--- config.mk ---
export PLATFORM = sky130hd
export DESIGN_NAME = alu_share_ctrl
export DESIGN_NICKNAME = d
export VERILOG_FILES = /design/src/rtl/alu_share_ctrl.sv
export SDC_FILE = /design/constraint.sdc
export NUM_CORES = 1
export LEC_CHECK = 0
export CAP_MARGIN = 40
export CORE_MARGIN = 2
export CORE_UTILIZATION = 46
export CTS_CLUSTER_SIZE = 20
export DETAILED_ROUTE_END_ITERATION = 7
export GPL_ROUTABILITY_DRIVEN = 0
export HOLD_SLACK_MARGIN = 0.03
export PLACE_DENSITY = 0.85
export SKIP_LAST_GASP = 1
export SLEW_MARGIN = 20
export SYNTH_ARGS = -nofsm -noshare
export SYNTH_HDL_FRONTEND = slang
export SYNTH_SLANG_ARGS = --single-unit
--- constraint.sdc ---
create_clock -name hwclk -period 2.3 [get_ports hwclk]
set_input_delay 0.46 -clock hwclk [delete_from_list [all_inputs] [get_ports hwclk]]
set_output_delay 0.46 -clock hwclk [all_outputs]
set_load 0.01 [all_outputs]
--- src/rtl/alu_share_ctrl.sv ---
// alu_share_ctrl: round-robin share of one ALU between keypad and a UART command port; UART_ERR_EN enables 0xEE replies to bad frame headers.
module alu_share_ctrl #(
  parameter logic [7:0] HDR = 8'hA0,
  parameter int         W   = 9
) (
  input  logic         hwclk,
  input  logic         reset,
  input  logic         key_req,
  input  logic [W-1:0] key_op1,
  input  logic [W-1:0] key_op2,
  input  logic [2:0]   key_opcode,
  output logic         key_done,
  output logic [W-1:0] key_result,
  output logic [W-1:0] alu_op1,
  output logic [W-1:0] alu_op2,
  output logic [2:0]   alu_opcode,
  input  logic [W-1:0] alu_result,
  input  logic [7:0]   rxdata,
  input  logic         rxready,
  output logic         rxclk,
  output logic [7:0]   txdata,
  input  logic         txready,
  output logic         txclk
);
  typedef enum logic [2:0] {A_IDLE, A_EVAL_K, A_EVAL_U, A_DONE_K, A_DONE_U} arb_t;
  typedef enum logic [2:0] {U_RX_OP, U_RX_A, U_RX_B, U_WAIT, U_TX_HI, U_TX_LO, U_TX_ERR} uart_t;
  arb_t         arb_q, arb_d;
  uart_t        u_q, u_d;
  logic         last_u_q, last_u_d;
  logic [W-1:0] key_result_q, key_result_d;
  logic [W-1:0] ures_q, ures_d;
  logic [2:0]   opc_q, opc_d;
  logic [7:0]   b1_q, b1_d, b2_q, b2_d;
  logic         rxclk_q, rxclk_d;
  logic         uart_req, grant_k, rx_st, tx_st, pop, push, hdr_ok;
  always_ff @(posedge hwclk) begin
    if (reset) begin
      arb_q        <= A_IDLE;
      u_q          <= U_RX_OP;
      last_u_q     <= 1'b1;
      key_result_q <= '0;
      ures_q       <= '0;
      opc_q        <= '0;
      b1_q         <= '0;
      b2_q         <= '0;
      rxclk_q      <= 1'b0;
    end else begin
      arb_q        <= arb_d;
      u_q          <= u_d;
      last_u_q     <= last_u_d;
      key_result_q <= key_result_d;
      ures_q       <= ures_d;
      opc_q        <= opc_d;
      b1_q         <= b1_d;
      b2_q         <= b2_d;
      rxclk_q      <= rxclk_d;
    end
  end
  assign uart_req   = u_q == U_WAIT;
  // on a tie the keypad wins unless it was served last
  assign grant_k    = key_req && (!uart_req || last_u_q);
  assign key_done   = !reset && arb_q == A_DONE_K;
  assign key_result = key_result_q;
  always_comb begin
    arb_d        = arb_q;
    last_u_d     = last_u_q;
    key_result_d = key_result_q;
    ures_d       = ures_q;
    alu_op1      = '0;
    alu_op2      = '0;
    alu_opcode   = '0;
    case (arb_q)
      A_IDLE: arb_d = grant_k ? A_EVAL_K : uart_req ? A_EVAL_U : A_IDLE;
      A_EVAL_K: begin
        alu_op1      = key_op1;
        alu_op2      = key_op2;
        alu_opcode   = key_opcode;
        key_result_d = alu_result;
        last_u_d     = 1'b0;
        arb_d        = A_DONE_K;
      end
      A_EVAL_U: begin
        alu_op1    = {{(W-8){1'b0}}, b1_q};
        alu_op2    = {{(W-8){1'b0}}, b2_q};
        alu_opcode = opc_q;
        ures_d     = alu_result;
        last_u_d   = 1'b1;
        arb_d      = A_DONE_U;
      end
      default: arb_d = A_IDLE;
    endcase
  end
  assign rx_st   = u_q inside {U_RX_OP, U_RX_A, U_RX_B};
  assign tx_st   = u_q inside {U_TX_HI, U_TX_LO, U_TX_ERR};
  // the previous-cycle pop blocks a second back-to-back pop
  assign pop     = !reset && rx_st && rxready && !rxclk_q;
  assign push    = !reset && tx_st && txready;
  assign rxclk   = pop;
  assign rxclk_d = pop;
  assign txclk   = push;
  assign hdr_ok  = rxdata[7:3] == HDR[7:3];
  assign txdata  = !push ? 8'h00 : u_q == U_TX_HI ? 8'(ures_q >> 8) : u_q == U_TX_LO ? ures_q[7:0] : 8'hEE;
  always_comb begin
    u_d   = u_q;
    opc_d = opc_q;
    b1_d  = b1_q;
    b2_d  = b2_q;
    case (u_q)
      U_RX_OP: if (pop) begin
        opc_d = hdr_ok ? rxdata[2:0] : opc_q;
`ifdef UART_ERR_EN
        u_d   = hdr_ok ? U_RX_A : U_TX_ERR;
`else
        u_d   = hdr_ok ? U_RX_A : U_RX_OP;
`endif
      end
      U_RX_A: if (pop) begin
        b1_d = rxdata;
        u_d  = U_RX_B;
      end
      U_RX_B: if (pop) begin
        b2_d = rxdata;
        u_d  = U_WAIT;
      end
      U_WAIT:   u_d = arb_q == A_DONE_U ? U_TX_HI : U_WAIT;
      U_TX_HI:  u_d = push ? U_TX_LO : U_TX_HI;
      U_TX_LO:  u_d = push ? U_RX_OP : U_TX_LO;
      U_TX_ERR: u_d = push ? U_RX_OP : U_TX_ERR;
      default:  u_d = U_RX_OP;
    endcase
  end
endmodule

# Yosys cells after proc, flatten, opt, wreduce, memory -nomap -nowiden
# Cells that the tools add are included.
word_totals:
  register_bits: 45
  wordCells: 62
  output_inout_bits: 41
  inputBits: 43
classes:
  eq_ne: 14
  muxes: 19
  reduce_logical: 20
op_table:
  columns: ["op", "count"]
  rows:
  - ["$pmux W9 S2", 2]
  - ["$mux W8", 3]
  - ["$pmux W3 S7", 1]
  - ["$mux W3", 6]
  - ["$eq A3 B2 Y1 const B", 4]
  - ["$eq A3 B3 Y1 const B", 4]
  - ["$pmux W3 S3", 1]
  - ["$logic_and A1 B1 Y1", 7]
  - ["$eq A3 B1 Y1 const B", 2]
  - ["$logic_not A3 Y1", 2]
  - ["$ne A2 B2 Y1 const B", 3]
  - ["$pmux W3 S2", 1]
  - ["$reduce_and A3 Y1", 2]
  - ["$reduce_bool A3 Y1", 2]
  - ["$eq A5 B5 Y1 const B", 1]
  - ["$mux W2", 2]
  - ["$reduce_and A2 Y1", 2]
  - ["$logic_not A1 Y1", 3]
  - ["$mux W1", 2]
  - ["$pmux W1 S2", 1]
  - ["$reduce_bool A2 Y1", 1]
  - ["$logic_or A1 B1 Y1", 1]

# Logic depth before layout (Yosys ltp)
depth:
  word_depth: 7
  depth_mapped: 7
  ltp_nobuf: 4

# Worst setup path after synthesis
# OpenSTA, ideal clock, no wires.
synth_path:
  path_type: "input -> output"
  from: "input reset"
  to: "output txdata[0]"
  n_path_buf: 1
  slack_ns: 0.459
  cell_stages: 4
  arrival_time_ns: 1.381
  cell_sequence: "buf_2 > nor2b_1 > nand2_1 > nor3_1"
synth_via:
  elab_chain_cells: 4
synth_lines:
  columns: ["item", "line_no", "rtl"]
  rows:
  - ["start, declared", "7", "input logic reset,"]
  - ["$logic_not A1 Y1", "97", "assign push = !reset && tx_st && txready;"]
  - ["$logic_and A1 B1 Y1 (2 in series)", "97", null]
  - ["$mux W8", "102", "assign txdata = !push ? 8'h00 : u_q == U_TX_HI ? 8'(ures_q >> 8) : u_q == U_TX_LO ? ures_q[7:0] : 8'hEE;"]
  - ["end, declared", "21", "output logic [7:0] txdata,"]
# No other way between the ends.

# Worst setup path in the final report
layout_path:
  from: "input reset"
  to: "output txdata[3]"
# The elaborated chain is that of the path after synthesis.

==> summary.md <==
| Metric | Value |
|---|---|
| CP startpoint | `reset` |
| Synth top area cells | `dfxtp_1, nand2_1, a22o_1, a21oi_1, nand3b_1` |
| Starting Density | `47.5%` |
| H-tree depth | `2` |
| Vias per inst | `5.56` |
| Setup WS post-layout | `-0.0335 ns` |
| Syn_nets | `between 200 and 300` |
| Hold Vio Cnt, Final | `0` |
| Area of the core | `4350 um^2` |
| Leakage | `between 1 and 1.5 nW` |
| Avg Cell Area, Syn | `8.20 um^2` |
| Combinational share of power | `approximately 17%` |
| Final Core Density | `73.0%` |
| Clock root cell | `clkbuf_8` |
| Clock Power Share | `a little under two fifths` |
| Number of synthesized flops with an enable pin | `0` |
| Synth cell count leaders | `nand2_1, dfxtp_1, a21oi_1, a22o_1` |
| DR DRC count | `0` |
| Synthesized area | `between 2000 and 2500 um^2` |
| Crit end category | `primary output` |
| Vias | `between 2k and 2.5k` |
| Area Overhead vs Synth | `53.9%` |
| TritonCTS clock tree | `yes` |
| DRT iter0 DRCs | `~150` |
| Clock Sinks | `45` |
| Startpoint class of the critical path | `primary input` |
| Tot GR Track Use | `24.7%` |
| # setup viols final | `1` |
| Max-Cap Viols | `0` |
| Worst Skew | `approximately 0.0036 ns` |
| Register bit total from synthesis | `45` |
| Post-synthesis cell type count | `37` |
| Cts bufs inserted | `5` |
| CP Max Fanout | `3` |
| Violated checks | `negative setup slack` |
| Die X | `71.0 um` |
| Worst Path Class, Setup | `in2out` |
| Reg area | `between 900 and 1000 um^2` |
| Gate Count Post-Synth | `252` |
| Measured slew at the worst slew-check pin | `0.509 ns` |
| Reg-to-reg slack, setup | `roughly 0.53 ns` |
| Pin count of the biggest net entering global routing | `27` |
| Fraction of registers with async set/reset | `0%` |
| Sequential area share after synthesis | `43.6%` |
| Gr ovfl total | `0` |
| Hold_buf cts | `0` |
| Routed WL per cell | `about 15 um` |
| Share of cells above drive strength 1 | `10.5%` |
| Most used cell, CP | `clkdlybuf4s50_1` |
| Initial antenna violation count | `0` |
| Tmin final | `about 2.3 ns` |
| Critical path, cell by cell | `clkdlybuf4s50_1 > nor2b_2 > nand2_2 > a21oi_2 > clkdlybuf4s50_1` |
| Die area | `5050 um^2` |
| Nets | `385` |
| Top-count cell post-synth | `nand2_1` |
| Slowest cell on crit path | `clkdlybuf4s50_1` |
| RSZ-0062 raised after global routing | `true` |
| Synth warn | `0` |
| Vias in the first global route | `2102` |
| FF-to-FF path depth | `5` |
| Fillers | `313` |
| I/O Buffers | `83` |
| CP required | `roughly 1.8 ns` |
| Insertion delay to the later sink of the worst-skew pair | `0.30 ns` |
| PwrDens | `between 500 and 600 nW/um^2` |
| FF-to-FF Start | `u_q[1]` |
| Final Cell Area | `3180 um^2` |
| Status | `finished, violations left` |
| Max VDD drop | `around 480 uV` |
| Detail Route Antenna Nets | `0` |
| Largest stage delay, worst path | `around 0.56 ns` |
| HP Class | `reg2reg` |
| Seq pwr share | `44.5%` |
| Detailed Route WL | `6110 um` |
| Slew Limit Headroom | `65.6%` |
| Switch Pwr | `0.418 mW` |
| Fin. max-slew vios | `0` |
| Diode count | `0` |
| Worst reg2reg path endpoint | `opc_q[1]` |
| Critical Path Sink | `txdata[3]` |
| Rows | `24` |
| Main flop type after synthesis | `dfxtp_1` |
| Switch share | `22.8%` |
| Die Ht | `71.0 um` |
| Worst min-delay path startpoint | `ures_q[8]` |
| Dpl hpwl | `around 4200 um` |
| Cell internal pwr | `1.41 mW` |
| Crit share post-route | `101%` |
| Area leader, netlist | `dfxtp_1` |
| Ports | `84` |
| Final Power | `1.83 mW` |
| Multi-input logic area | `1060 um^2` |
| CP Data Arrival Time | `roughly 1.9 ns` |
| Post-synth top area share | `43.6%` |
| CTS clk-pin slew, worst paths | `0.08 ns` |
| Placed Area | `a little over 3000 um^2` |
| Pre-Repair DR Iteration Count | `4` |
| CTS Buffer Depth | `2` |
| Global-route wire length before repair | `9860 um` |
| Max Freq | `0.429 GHz` |
| Min Hold Slack | `0.461 ns` |
how the worst min path moves through the flow:
stage | endpoint | slack, ns | depth (start not counted)
6_report | ures_q[8] | 0.46 | 2
5_1_grt | ures_q[8] | 0.48 | 2
4_1_cts | ures_q[8] | 0.46 | 2
3_5_place_dp | ures_q[8] | 0.45 | 2
3_3_place_gp | ures_q[8] | 0.44 | 2
2_1_floorplan | ures_q[8] | 0.44 | 2
cells by family after synthesis:
kind of cell	after synthesis	synth area share [%]
AND/OR/NAND/NOR	101	25.9
AO/OA/AOI/OAI	71	21.9
flip-flops	45	43.6
buffers and inverters	30	6.30
multiplexers	4	1.94
XOR/XNOR	1	0.424
power by group through the flow:
stage	Combinational [mW]	Clock, mW	Sequential, mW
3_5_place_dp	0.316	0	0.833
4_1_cts	0.317	0.701	0.815
5_1_grt	0.341	0.741	0.818
3_3_place_gp	0.312	0	0.831
2_1_floorplan	0.127	0	0.837
6_report	0.318	0.699	0.815
through the flow:
stage,instances,TNS [ns],setup slack (ns)
finish,395,-0.0335,-0.0335
global route,395,-0.0749,-0.0749
CTS,395,-0.252,-0.161
detailed placement,384,-2.75,-0.223
global placement,384,-1.92,-0.210
floorplan,252,0,0.459
what timing repair did:
item / 4_1_cts / 5_1_grt
resized for setup: 33 / 4
pin swaps: 2 / 0
setup buffers: 2 / 0
setup endpoints to repair: 30 / 7
cloned: 1 / 0
layout by cell type, fill, tap and decap left out, types with 4 or more instances in the layout:
cell,synthesis,layout
a22o_1,19,19
buf_4,1,17
a21oi_1,26,25
dlygate4sd2_1,0,28
nand3b_1,16,16
inv_1,10,10
mux2i_1,4,4
dfxtp_1,45,45
nor2_1,9,9
o21ai_1,16,16
clkbuf_8,0,5
nand2_1,49,48
clkdlybuf4s50_1,0,54
registers in the layout, summed over array words and instances (netlist names):
name / flops
opc_q: 3
b2_q: 8
u_q: 3
ures_q: 9
key_result: 9
last_u_q: 1
b1_q: 8
arb_q: 3
rxclk_q: 1
metal layers:
metal	vias up	wire, um	track usage, %	share of wire (%)
met5	-	0	0	0
li1	1066	-	-	-
met3	14	338	5.41	5.5
met2	75	3070	42.3	50
met4	0	144	8.39	2.4
met1	1042	2550	30.7	42
worst max-delay path, delay by kind of cell:
family,cells,cell delay [ns]
simple gates,2,0.26
compound gates,1,0.15
buf+inv,2,1.01
final cells by class:
cell class,instances,share of cell area [%]
well taps,52,2.05
inverters,10,1.18
clock inverters,3,2.05
repair buffers,103,31.0
clock buffers,5,2.16
multi-input cells,177,33.3
flip-flops and latches,45,28.3
(Power assumes the default switching activity.)
